File: src/rtl/smpl_chk_pkg.sv
// +----------------------------------------------------------------------------+
// | smpl_chk_pkg : shared types and constants for the smpl_circuit checker      |
// | Revision     : 1.0                                                          |
// +----------------------------------------------------------------------------+
`default_nettype none

package smpl_chk_pkg;

  localparam logic [2:0] IDLE_ENC     = 3'd0;
  localparam logic [2:0] WAIT_VEC_ENC = 3'd1;
  localparam logic [2:0] SETTLE_ENC   = 3'd2;
  localparam logic [2:0] SAMPLE_ENC   = 3'd3;
  localparam logic [2:0] DONE_ENC     = 3'd4;

  typedef enum logic [2:0] {
    ST_IDLE     = IDLE_ENC,
    ST_WAIT_VEC = WAIT_VEC_ENC,
    ST_SETTLE   = SETTLE_ENC,
    ST_SAMPLE   = SAMPLE_ENC,
    ST_DONE     = DONE_ENC
  } state_t;

  localparam int                 ERR_W    = 4;
  localparam logic [ERR_W-1:0]   ERR_MAX  = 4'd15;
  localparam int                 SETL_W   = 4;
  localparam int                 VCNT_W   = 8;

  function automatic logic [ERR_W-1:0] sat_inc(input logic [ERR_W-1:0] v);
    return (v == ERR_MAX) ? v : v + ERR_W'(1);
  endfunction

endpackage

`default_nettype wire

File: src/rtl/smpl_chk_settle_cnt.sv
// +----------------------------------------------------------------------------+
// | smpl_chk_settle_cnt : loadable down-counter timing the x/y settle window    |
// | Revision            : 1.0                                                  |
// +----------------------------------------------------------------------------+
`default_nettype none

module smpl_chk_settle_cnt
  import smpl_chk_pkg::*;
(
  input  logic              clk,
  input  logic              rst,
  input  logic              load_i,
  input  logic [SETL_W-1:0] load_val_i,
  input  logic              dec_i,
  output logic              done_o
);

  logic [SETL_W-1:0] cnt_q;
  logic [SETL_W-1:0] cnt_d;

  always_comb begin
    cnt_d = cnt_q;
    if (load_i) begin
      cnt_d = load_val_i;
    end else if (dec_i && (cnt_q != '0)) begin
      cnt_d = cnt_q - SETL_W'(1);
    end
  end

  always_ff @(posedge clk) begin
    if (rst) begin
      cnt_q <= '0;
    end else begin
      cnt_q <= cnt_d;
    end
  end

  // The last settle cycle is the one where the count reads 1.
  assign done_o = (cnt_q == SETL_W'(1));

endmodule

`default_nettype wire

File: config.mk
export PLATFORM = sky130hd
export DESIGN_NAME = smpl_chk_settle_cnt
export DESIGN_NICKNAME = d
export VERILOG_FILES = /design/src/rtl/smpl_chk_pkg.sv /design/src/rtl/smpl_chk_settle_cnt.sv
export SDC_FILE = /design/constraint.sdc
export NUM_CORES = 1
export LEC_CHECK = 0
export CAP_MARGIN = 20
export CORE_AREA = 3 3 40 42
export CTS_CLUSTER_SIZE = 14
export DETAILED_ROUTE_END_ITERATION = 12
export DIE_AREA = 0 0 43 45
export DONT_BUFFER_PORTS = 1
export HOLD_SLACK_MARGIN = 0.02
export SLEW_MARGIN = 20
export SYNTH_ARGS = -nofsm -noshare
export SYNTH_HDL_FRONTEND = slang
export SYNTH_SLANG_ARGS = --single-unit
File: constraint.sdc
create_clock -name clk -period 1.9 [get_ports clk]
set_input_delay 0.57 -clock clk [delete_from_list [all_inputs] [get_ports clk]]
set_output_delay 0.57 -clock clk [all_outputs]
set_load 0.02 [all_outputs]
== After elaboration in Yosys (flattened, before gate mapping) ==
Cells that the tools add are included.
Storage, ports and cells
  output and inout port bits: 1
  logic and storage cells: 8
  input bits: 8
  memory bits (read-only): 0
  memories kept: 0
  register bits after elaboration: 4
  RAM bits: 0
  latch bits: 0
Operators by class
  $lt $le $gt $ge: 0
  bitwise operators: 0
  div/mod/pow operators: 0
  equality and inequality tests: 1
  reduce and logical (&&, ||, !) cells: 3
  mux-type cells: 2
  shifts and indexed selects: 0
  multipliers: 0
  add/subtract/negate cells: 1
Operators with widths (number)
  2-to-1 mux 4 bit: 2
  equality test 4 x 1 -> 1 bit, second input constant: 1
  nonzero test 4 bit: 1
  subtractor 4 x 1 -> 4 bit, second input constant: 1
  nonzero test 2 bit: 1
  logical AND 1 bit: 1

== Depth between registers and ports, before layout ==
  depth in word-level cells: 4
  depth in mapped cells: 5
  gate-level depth less buffers: 5

== Worst setup path before layout ==
No wires, ideal clock.
  path type: register to output
  start point: register cnt_q[1]
  end point: output done_o
  required time: 1330 ps
  slack: 287 ps
  data arrival time: 1043 ps
  buffers on the path: 0
  stages on the path, launching flop included: 4
  cell sequence: dfxtp_1 -> inv_1 -> ha_1 -> nor3b_1
Between the ends
  longest elaborated chain between the ends: 1
Ends and longest elaborated chain
  start, declared: line smpl_chk_settle_cnt.sv:18  | logic [SETL_W-1:0] cnt_q;
  start signal, assigned: line smpl_chk_settle_cnt.sv:34  | cnt_q <= cnt_d;
  equality test 4 x 1 -> 1 bit: line smpl_chk_settle_cnt.sv:39  | assign done_o = (cnt_q == SETL_W'(1));
  end, declared: line smpl_chk_settle_cnt.sv:15  | output logic done_o
No other way between the ends.

== Final worst setup path ==
Same ends and word-level chain as after synthesis.

==> reports/metrics.cfg <==
[setup_path]
endpoint_kind = output pin
startpoint_type = flip-flop
worstPathArrival_ps = 1200
crit_type = reg2out
crit_path_max_fanout = 3
crit_required_ps = 1330

[grt]
grt_max_degree = 12
grt_pass1_wl_um = 1020
grt_pass1_vias = 228
overflow = 0
antenna_found_initial = 0
track_usage_pct = 7.40

[power_and_ir_drop]
combinationalPowerShare_pct = 19.8
p_sw_w = 0.0000686
p_int_w = 0.000190
leakagePower_nw = 0.131
powerDensity_nw_per_um2 = 780
p_seq_share_pct = 38.7
power_frac_clock_pct = 41.5
vdd_ir_drop_max_uv = 395
swShare_pct = 26.5

[synth]
yosysWarnings = 0
ys_seq_area_share_pct = 27.9
syn_area_per_cell_um2 = 8.68
synth_top_area_share_pct = 27.9
ys_top_cells_by_area = dfxtp_1 28%, a2111oi_2 10%, ha_1 8.7%
syn-cell-area_um2 = 287
netlist_instances = 33
synth_fp_nets = 43
yosysUniqueCellTypes = 19
ys_seq_elements = 4
synth_largest_area_cell = dfxtp_1

[timing]
tns_ps = 0
skew_ps = 3.80
post-route-period-util_pct = 93.3
timing.fmax_ghz = 0.564
min_period_ps = 1770
setup_viol = 0
hold_viol = 0
rsz0062_at_grt = no
worst_pin_slew_ps = 315
drv_slew = 0
slew_headroom_pct = 78.5

[die]
rows = 13
core_um2 = 1280
die_x_um = 43
die_h_um = 45
die-area_um2 = 1940
start_util_pct = 22.3
ioPinCount = 9

[layout]
postLayoutCoreUtil_pct = 25.8
num_antenna_cells = 0
drive_gt1_share_pct = 19.4
final_nets = 48
area.growth.synth_to_final_pct = 15.7
reg_top3 = cnt_q (4)
regMostFlops = cnt_q
largest_reg_flops = 4

[routing]
vias = 262
drtAntennaViolNets = 0
drt_iter0_drc = 18
dr.pass1.iters = 5
drt-wirelength-per-cell_um = 12.3
vias_per_cell = 5.14
drt-total-wl_um = 629
drc = 0

[clocking]
cts_resized = 0
postCtsSetupBuffers = 0
cts_buffer_depth = 2
cts_root_buf = clkbuf_4
cts_hold_buf = 0
tritoncts = yes
cts.sinks = 4
clk_pin_slew_ps = 40
cts_buffers = 3
worstSkewPairLatency_ps = 240
htreeDepth = 1

[place]
hpwlAfterDp_um = 477
place_congestion = 0.717
port_buffers = 0

[outcome]
status = finished clean

[min_path]
hold_class = in2reg

[run]
drv_cap = 0

power by group through the flow:
stage               clock (W)  sequential [W]  combinational [W]
floorplan                   0       0.0000993          0.0000450
global placement            0        0.000101          0.0000507
detailed placement          0        0.000101          0.0000514
CTS                  0.000111       0.0000998          0.0000517
global route         0.000117        0.000101          0.0000585
finish               0.000107        0.000100          0.0000513
through the flow:
| stage | hold slack [ps] | worst slack (ps) | power [W] | instance area [µm²] | std cells |
|---|---|---|---|---|---|
| global route | 399 | 24.9 | 0.000277 | 332 | 51 |
| floorplan | 574 | 287 | 0.000144 | 287 | 33 |
| global placement | 617 | 292 | 0.000152 | 309 | 48 |
| CTS | 404 | 105 | 0.000263 | 332 | 51 |
| detailed placement | 623 | 247 | 0.000153 | 309 | 48 |
| finish | 410 | 127 | 0.000259 | 332 | 51 |
final timing paths:
| kind | from | endpoint | slack, ps | depth (start not counted) |
|---|---|---|---|---|
| min reg2reg | cnt_q[2] | cnt_q[2] | 630 | 2 |
| max reg2reg | cnt_q[1] | cnt_q[1] | 240 | 5 |
| max | cnt_q[1] | done_o | 130 | 4 |
| min | rst | cnt_q[3] | 410 | 1 |
cells in the final DEF, fill, tap and decap left out:
cell       n
nor3_1     4
dfxtp_1    4
inv_1      3
nand2_1    3
clkbuf_4   3
nor2b_1    2
a2111oi_2  2
nor2_1     2
ha_1       2
nor3b_1    1
or3b_4     1
a311oi_1   1
and4_1     1
a2111oi_0  1
and3_1     1
or3_1      1
and4b_1    1
a211oi_1   1
a311o_1    1
buf_4      1
cells by family (layout without fill, tap and decap cells):
logic type      count (synthesis)  after routing  share of synthesized area [%]
simple gates                   17             17                           35.4
flops                           4              4                           27.9
compound gates                  6              6                           22.7
fa+ha+maj                       2              2                           8.73
buf+inv                         4              7                           5.24
critical path, stage by stage (launching register included):
cell	delay [ps]
dfxtp_1	310
inv_1	110
ha_1	150
nor3b_1	210
buf_4	180
area by class of cell:
type | instances | area, µm²
clock buffers | 3 | 22.5
fillers | 141 | 953
inverters | 3 | 11.3
multi-input cells | 25 | 191
flip-flops and latches | 4 | 80.1
well taps | 15 | 18.8
repair buffers | 1 | 7.51
cell usage after synthesis:
cell,number
a311oi_1,1
nor2_1,2
a311o_1,1
or3_1,1
a2111oi_2,2
nand2_1,3
nor3_1,4
inv_1,3
nor3b_1,1
ha_1,2
a2111oi_0,1
or3b_4,1
a211oi_1,1
clkbuf_1,1
and4b_1,1
nor2b_1,2
and4_1,1
and3_1,1
dfxtp_1,4
per-layer routing:
metal | vias up | global-route usage [%] | wire (µm)
met5 | - | 0 | 0
met4 | 0 | 1.81 | 0
met3 | 0 | 6.77 | 77
met2 | 20 | 9.28 | 273
met1 | 109 | 9.13 | 277
li1 | 133 | - | -
No activity file was read; power rests on OpenSTA's default activity.
